## config.mk

```make
export PLATFORM = sky130hd
export DESIGN_NAME = uart_tx_flat
export DESIGN_NICKNAME = d
export VERILOG_FILES = /design/src/rtl/uart_pkg.sv /design/src/rtl/uart_tx_if.sv /design/src/rtl/uart_baud_gen.sv /design/src/rtl/uart_tx.sv /design/src/flat_wrapper.sv
export SDC_FILE = /design/constraint.sdc
export NUM_CORES = 1
export LEC_CHECK = 0
export CAP_MARGIN = 5
export CORE_MARGIN = 2
export CORE_UTILIZATION = 50
export CTS_BUF_LIST = sky130_fd_sc_hd__clkbuf_8 sky130_fd_sc_hd__clkbuf_16
export DETAILED_ROUTE_END_ITERATION = 12
export PLACE_DENSITY = 0.74
export SYNTH_ARGS = -nofsm -noshare
export SYNTH_HDL_FRONTEND = slang
export SYNTH_SLANG_ARGS = --single-unit
```

## constraint.sdc

```tcl
create_clock -name clk -period 2.2 [get_ports clk]
set_clock_uncertainty 0.15 [all_clocks]
set_input_delay 0.44 -clock clk [delete_from_list [all_inputs] [get_ports clk]]
set_output_delay 0.44 -clock clk [all_outputs]
set_load 0.005 [all_outputs]
```

## src/rtl/uart_pkg.sv

```systemverilog
// Shared types and encodings for the UART transmitter: FSM states,
// data-length and parity-type codes, and helpers that decode them.
package uart_pkg;

    typedef enum logic [2:0] {
        IDLE   = 3'd0,
        START  = 3'd1,
        DATA   = 3'd2,
        PARITY = 3'd3,
        STOP   = 3'd4
    } tx_state_e;

    localparam logic [1:0] DBITS_5 = 2'b00;
    localparam logic [1:0] DBITS_6 = 2'b01;
    localparam logic [1:0] DBITS_7 = 2'b10;
    localparam logic [1:0] DBITS_8 = 2'b11;

    localparam logic PARITY_EVEN = 1'b0;
    localparam logic PARITY_ODD  = 1'b1;

    // Index of the last data bit sent for a given length code.
    function automatic logic [2:0] last_bit_idx(input logic [1:0] code);
        case (code)
            DBITS_5: last_bit_idx = 3'd4;
            DBITS_6: last_bit_idx = 3'd5;
            DBITS_7: last_bit_idx = 3'd6;
            default: last_bit_idx = 3'd7;
        endcase
    endfunction

    function automatic logic [7:0] data_mask(input logic [1:0] code);
        case (code)
            DBITS_5: data_mask = 8'h1F;
            DBITS_6: data_mask = 8'h3F;
            DBITS_7: data_mask = 8'h7F;
            default: data_mask = 8'hFF;
        endcase
    endfunction

endpackage

```

## src/rtl/uart_tx_if.sv

```systemverilog
// Byte/config request and serial-line status bundle between a client
// (master) and the UART transmitter (slave).
interface uart_tx_if;
    logic [7:0] tx_data;
    logic       start_tx;
    logic [1:0] data_bit_num;
    logic       stop_bit_num;
    logic       parity_en;
    logic       parity_type;
    logic       cts_n;
    logic       tx;
    logic       tx_busy;
    logic       tx_done;

    modport master (
        output tx_data, start_tx, data_bit_num, stop_bit_num,
               parity_en, parity_type, cts_n,
        input  tx, tx_busy, tx_done
    );

    modport slave (
        input  tx_data, start_tx, data_bit_num, stop_bit_num,
               parity_en, parity_type, cts_n,
        output tx, tx_busy, tx_done
    );
endinterface

```

## src/rtl/uart_baud_gen.sv

```systemverilog
// Bit-period counter: counts 0..CLKS_PER_BIT-1, restarts on frame accept,
// flags the final cycle (bit_tick) and the one before it (last_tick).
module uart_baud_gen #(
    parameter int CLKS_PER_BIT = 434
) (
    input  logic clk,
    input  logic reset,
    input  logic restart,
    output logic bit_tick,
    output logic last_tick
);
    localparam int CW = $clog2(CLKS_PER_BIT);

    logic [CW-1:0] cnt;

    always_ff @(posedge clk or posedge reset) begin
        if (reset) begin
            cnt <= '0;
        end else if (restart || bit_tick) begin
            cnt <= '0;
        end else begin
            cnt <= cnt + CW'(1);
        end
    end

    assign bit_tick  = (cnt == CW'(CLKS_PER_BIT - 1));
    assign last_tick = (cnt == CW'(CLKS_PER_BIT - 2));
endmodule

```

## src/rtl/uart_tx.sv

```systemverilog
// UART transmitter: 5-8 data bits, optional even/odd parity, 1-2 stop bits.
// Define UART_TX_CTS_EN to gate frame acceptance on cts_n (active-low).
module uart_tx
    import uart_pkg::*;
#(
    parameter int CLKS_PER_BIT = 434  // must be >= 2
) (
    input logic       clk,
    input logic       reset,
    uart_tx_if.slave  bus
);
    tx_state_e  state;
    logic       tx_q;
    logic       busy_q;
    logic       done_q;
    logic [7:0] sh_data;
    logic [2:0] sh_last;
    logic       sh_stop2;
    logic       sh_par_en;
    logic       sh_par_odd;
    logic [2:0] bit_idx;
    logic [2:0] next_idx;
    logic       stop_idx;
    logic       accept;
    logic       restart;
    logic       bit_tick;
    logic       last_tick;

`ifdef UART_TX_CTS_EN
    assign accept = bus.start_tx && !bus.cts_n;
`else
    assign accept = bus.start_tx;
`endif

    assign restart  = (state == IDLE) && accept;
    assign next_idx = bit_idx + 3'd1;

    uart_baud_gen #(
        .CLKS_PER_BIT (CLKS_PER_BIT)
    ) u_baud (
        .clk       (clk),
        .reset     (reset),
        .restart   (restart),
        .bit_tick  (bit_tick),
        .last_tick (last_tick)
    );

    // The final stop bit ends one cycle early so that the tx_done cycle is
    // its last cycle: a start accepted then follows with no idle gap.
    always_ff @(posedge clk or posedge reset) begin
        if (reset) begin
            state      <= IDLE;
            tx_q       <= 1'b1;
            busy_q     <= 1'b0;
            done_q     <= 1'b0;
            sh_data    <= '0;
            sh_last    <= '0;
            sh_stop2   <= 1'b0;
            sh_par_en  <= 1'b0;
            sh_par_odd <= 1'b0;
            bit_idx    <= '0;
            stop_idx   <= 1'b0;
        end else begin
            done_q <= 1'b0;
            case (state)
                IDLE: begin
                    if (accept) begin
                        sh_data    <= bus.tx_data & data_mask(bus.data_bit_num);
                        sh_last    <= last_bit_idx(bus.data_bit_num);
                        sh_stop2   <= bus.stop_bit_num;
                        sh_par_en  <= bus.parity_en;
                        sh_par_odd <= (bus.parity_type == PARITY_ODD);
                        bit_idx    <= '0;
                        stop_idx   <= 1'b0;
                        tx_q       <= 1'b0;
                        busy_q     <= 1'b1;
                        state      <= START;
                    end
                end
                START: begin
                    if (bit_tick) begin
                        tx_q  <= sh_data[0];
                        state <= DATA;
                    end
                end
                DATA: begin
                    if (bit_tick) begin
                        if (bit_idx != sh_last) begin
                            bit_idx <= next_idx;
                            tx_q    <= sh_data[next_idx];
                        end else if (sh_par_en) begin
                            tx_q  <= (^sh_data) ^ sh_par_odd;
                            state <= PARITY;
                        end else begin
                            tx_q  <= 1'b1;
                            state <= STOP;
                        end
                    end
                end
                PARITY: begin
                    if (bit_tick) begin
                        tx_q  <= 1'b1;
                        state <= STOP;
                    end
                end
                STOP: begin
                    if (last_tick && (stop_idx == sh_stop2)) begin
                        busy_q <= 1'b0;
                        done_q <= 1'b1;
                        state  <= IDLE;
                    end else if (bit_tick) begin
                        stop_idx <= 1'b1;
                    end
                end
                default: begin
                    tx_q   <= 1'b1;
                    busy_q <= 1'b0;
                    state  <= IDLE;
                end
            endcase
        end
    end

    assign bus.tx      = tx_q;
    assign bus.tx_busy = busy_q;
    assign bus.tx_done = done_q;
endmodule

```

## src/flat_wrapper.sv

```systemverilog
// flat-port wrapper written by rule: the top's interface ports become plain ports
module uart_tx_flat import uart_pkg::*;
#(
    parameter int CLKS_PER_BIT = 434                 
)
  (clk, reset, bus_tx_data, bus_start_tx, bus_data_bit_num, bus_stop_bit_num, bus_parity_en, bus_parity_type, bus_cts_n, bus_tx, bus_tx_busy, bus_tx_done);
  uart_tx_if bus_i ();
  input logic clk;
  input logic reset;
  input wire logic [$bits(bus_i.tx_data)-1:0] bus_tx_data;
  input wire logic [$bits(bus_i.start_tx)-1:0] bus_start_tx;
  input wire logic [$bits(bus_i.data_bit_num)-1:0] bus_data_bit_num;
  input wire logic [$bits(bus_i.stop_bit_num)-1:0] bus_stop_bit_num;
  input wire logic [$bits(bus_i.parity_en)-1:0] bus_parity_en;
  input wire logic [$bits(bus_i.parity_type)-1:0] bus_parity_type;
  input wire logic [$bits(bus_i.cts_n)-1:0] bus_cts_n;
  output wire logic [$bits(bus_i.tx)-1:0] bus_tx;
  output wire logic [$bits(bus_i.tx_busy)-1:0] bus_tx_busy;
  output wire logic [$bits(bus_i.tx_done)-1:0] bus_tx_done;
  assign bus_i.tx_data = bus_tx_data;
  assign bus_i.start_tx = bus_start_tx;
  assign bus_i.data_bit_num = bus_data_bit_num;
  assign bus_i.stop_bit_num = bus_stop_bit_num;
  assign bus_i.parity_en = bus_parity_en;
  assign bus_i.parity_type = bus_parity_type;
  assign bus_i.cts_n = bus_cts_n;
  assign bus_tx = bus_i.tx;
  assign bus_tx_busy = bus_i.tx_busy;
  assign bus_tx_done = bus_i.tx_done;
  uart_tx #(.CLKS_PER_BIT(CLKS_PER_BIT)) u_core (.clk(clk), .reset(reset), .bus(bus_i));
endmodule
```

==> impl_metrics.csv <==
group,metric,value,unit
sta,period_minus_slack,1.902,ns
routing,routed_wl,3.608,mm
finish,antennaDiodeCount,0,
routing,wl_per_cell,14.09,um
sta,tns,0,ns
yosys,ys.warnings.count,0,
grt,met2_usage,0.3398,
critical_path,ff2ff_setup_slack,0.30,ns
routing,drt_iter0_markers,95,
critical_path,path_common_cell,"a21oi_1",
clock_network,postCtsHoldBufs,0,
placement,place.detailed.hpwl,2.729,mm
yosys,syn_area_per_cell,9.969,um^2
yosys,syn_area,1834,um^2
floorplan,core,3606,um^2
critical_path,cp_data_required_time,2.26,ns
grt,grt_pass1_wl,6.327,mm
power,p_int,1.678,mW
power,clock_power_share,0.224,
critical_path,critPathKind,"flop to flop",
clock_network,worstSkewPairLatency,0.29,ns
routing,vias,1334,
yosys,synth_nets,205,
placement,gp_congestion,0.8383,
yosys,synthCells,184,
critical_path,r2r_start,"u_core.bit_idx[1]",
routing,via_per_inst,5.211,
floorplan,initial_core_util,0.5087,
placement,portBuffers,18,
sta,relSlewSlack,0.7171,
yosys,yosys_register_bits,33,
grt,antenna_found_initial,0,
clock_network,cts_buffers,5,
finish,drive_above_1_share,0.1442,
clock_network,postCtsSetupRepairBufs,0,
grt,gr-total-overflow,0,
critical_path,worstPathCellList,"ha_1 > mux4_2 > mux2i_1 > a21oi_1 > o31ai_1 > a21oi_1",
floorplan,num_rows,22,
status,status,"completed",
critical_path,cp-end-kind,"flop",
clock_network,htreeDepth,2,
power,p_switching,0.8941,mW
finish,syn_to_final_growth,18.89,%
critical_path,cpMaxStageDelayCell,"mux4_2",
sta,max_freq,0.5259,GHz
power,p_leak,0.9692,nW
hold_path,worstHoldPathType,"flop to flop",
placement,dp_slack,0.2388,ns
critical_path,worst_ep_arrival_time,1.96,ns
routing,drtPass1Iterations,4,
sta,hold_violations,0,
grt,grt_use_total,0.1991,
floorplan,io_pins,20,
power,ir_drop,613.1,uV
clock_network,cts_tree,"built",
grt,grt_busiest_layer,"met2",
critical_path,crit_fanout,3,
grt,grt_pass1_vias,1418,
critical_path,slowest_delay,0.51,ns
clock_network,cts_buffer_depth,2,
power,seq_power_share,0.389,
clock_network,clockRootBuffer,"clkbuf_8",
finish,nNetsFinal,228,
clock_network,ctsResizeCount,0,
routing,ant_nets,0,
power,p_sw_frac,0.3476,
sta,rsz0062_at_grt,"false",
floorplan,fp.dieH,64.57,um
power,p_per_area,1179,nW/um^2
floorplan,die-area,4169,um^2
hold_path,hold_path_depth,2,
yosys,synthFlopType,"dfrtp_1",
sta,setup_viol,0,
grt,grt_util_met3,0.03646,
sta,worst_slew_pin_slew,0.4243,ns
job,maxCapViolCount,0,
sta,fin_crit_sh,0.8644,
hold_path,min_from,"u_core.sh_stop2",
routing,drc,0,
critical_path,start_kind,"flop",
hold_path,whs_endpoint,"u_core.sh_stop2",
grt,grt_use_met1,0.2497,
floorplan,die_width,64.57,um
clock_network,clock-sinks,33,
sta,layout_setup_ws,0.2984,ns
clock_network,clkTransAtPathRegs,0.07,ns
yosys,yosysSeqAreaShare,0.4509,
critical_path,reg2reg_to,"u_core.bus.tx",
grt,grt_max_degree,34,
yosys,synth-edff-count,0,
yosys,synth_cell_types,45,
power,p_comb_frac,0.387,
sta,maxSlewViolCount,0,
yosys,async_reset_ff_frac,1.000,
critical_path,r2r_cells,6,
## area by class of cell
cell class | instances | area (um^2)
well taps | 48 | 60.06
flip-flops and latches | 33 | 827.0
repair buffers | 22 | 210.2
fillers | 332 | 1425
inverters | 7 | 26.28
clock inverters | 2 | 33.78
clock buffers | 6 | 82.58
multi-input cells | 138 | 940.9
## state kept, by name, summed over array words and instances, names as in the netlist
| name | cells |
|---|---|
| u_core.sh_last | 3 |
| u_core.sh_par_en | 1 |
| u_core.state | 3 |
| u_core.bit_idx | 3 |
| u_core.u_baud.cnt | 9 |
| u_core.sh_par_odd | 1 |
| u_core.bus.tx_done | 1 |
| u_core.sh_stop2 | 1 |
| u_core.stop_idx | 1 |
| u_core.bus.tx_busy | 1 |
| u_core.sh_data | 8 |
| u_core.bus.tx | 1 |
## per-stage QoR
stage	hold WS (ns)	power, mW	instances	cell area (um^2)	util
after floorplan	0.3165	1.793	184	1834	-
after global placement	0.3444	1.953	248	2064	0.5725
after detailed placement	0.3441	2.005	248	2064	0.5725
after CTS	0.3593	2.592	256	2181	0.6048
after global routing	0.4017	2.755	256	2181	0.6048
final	0.3554	2.572	256	2181	0.6048
## cell usage in the layout (no fill, tap or decap), drive strengths merged, types with 2 or more instances in the layout
cell type,n
or3,2
a21oi,7
nor3,4
ha,4
xor2,3
and2,3
clkbuf,6
mux4,2
mux2,3
o21ai,10
nor2,18
inv,8
xnor2,14
nand2b,2
dfrtp,32
nand2,40
o31ai,3
nand3,7
clkdlybuf4s50,18
nand4,4
buf,4
## cell families (layout without fill, tap and decap cells)
group | count (synthesis) | count (layout) | share of synthesized area
multiplexers | 6 | 6 | 0.05047
flip-flops | 33 | 33 | 0.4509
buffers and inverters | 13 | 37 | 0.03615
adder cells (fa/ha/maj) | 4 | 4 | 0.02729
AO/OA/AOI/OAI | 24 | 24 | 0.09959
XOR/XNOR | 18 | 18 | 0.1016
AND/OR/NAND/NOR | 86 | 86 | 0.2340
## worst max-delay path, delay by kind of cell, from the launching register on
family	cells	cell delay [ns]
DFF	1	0.41
muxes	2	0.65
adders and majority gates	1	0.37
AOI/OAI and AO/OA	3	0.26
## cells in the mapped netlist (all sizes together) (3+ instances only)
cell type / n / area, um^2
nand2: 40 / 152.6
dfrtp: 32 / 800.8
nor2: 18 / 77.58
xnor2: 14 / 137.6
o21ai: 10 / 50.04
a21oi: 7 / 38.79
inv: 7 / 26.28
nand3: 7 / 40.04
buf: 5 / 36.28
ha: 4 / 50.05
nand4: 4 / 40.04
nor3: 4 / 20.02
and2: 3 / 18.77
mux2: 3 / 37.53
o31ai: 3 / 27.52
xor2: 3 / 26.28
## power groups by stage
stage | Clock [mW] | Combinational, mW | Sequential [mW]
2_1_floorplan | 0 | 0.872 | 0.922
3_3_place_gp | 0 | 0.956 | 0.997
3_5_place_dp | 0 | 0.995 | 1.01
4_1_cts | 0.592 | 1.00 | 0.998
5_1_grt | 0.613 | 1.11 | 1.03
6_report | 0.577 | 0.995 | 1.00
## routing by layer
layer / vias to the layer above / routed length, um
met5: - / 0
met4: 0 / 60
met3: 6 / 73
met2: 11 / 1845
met1: 651 / 1628
li1: 666 / -
## worst max-delay path by stage
stage / end / depth (start not counted) / start
floorplan: u_core.bus.tx / 6 / u_core.bit_idx[0]
global placement: u_core.state[1] / 4 / bus_start_tx
detailed placement: u_core.state[1] / 4 / bus_start_tx
CTS: bus_tx / 1 / u_core.bus.tx
global route: u_core.bus.tx / 6 / u_core.bit_idx[1]
finish: u_core.bus.tx / 6 / u_core.bit_idx[1]
No activity file was read; power rests on OpenSTA's default activity.
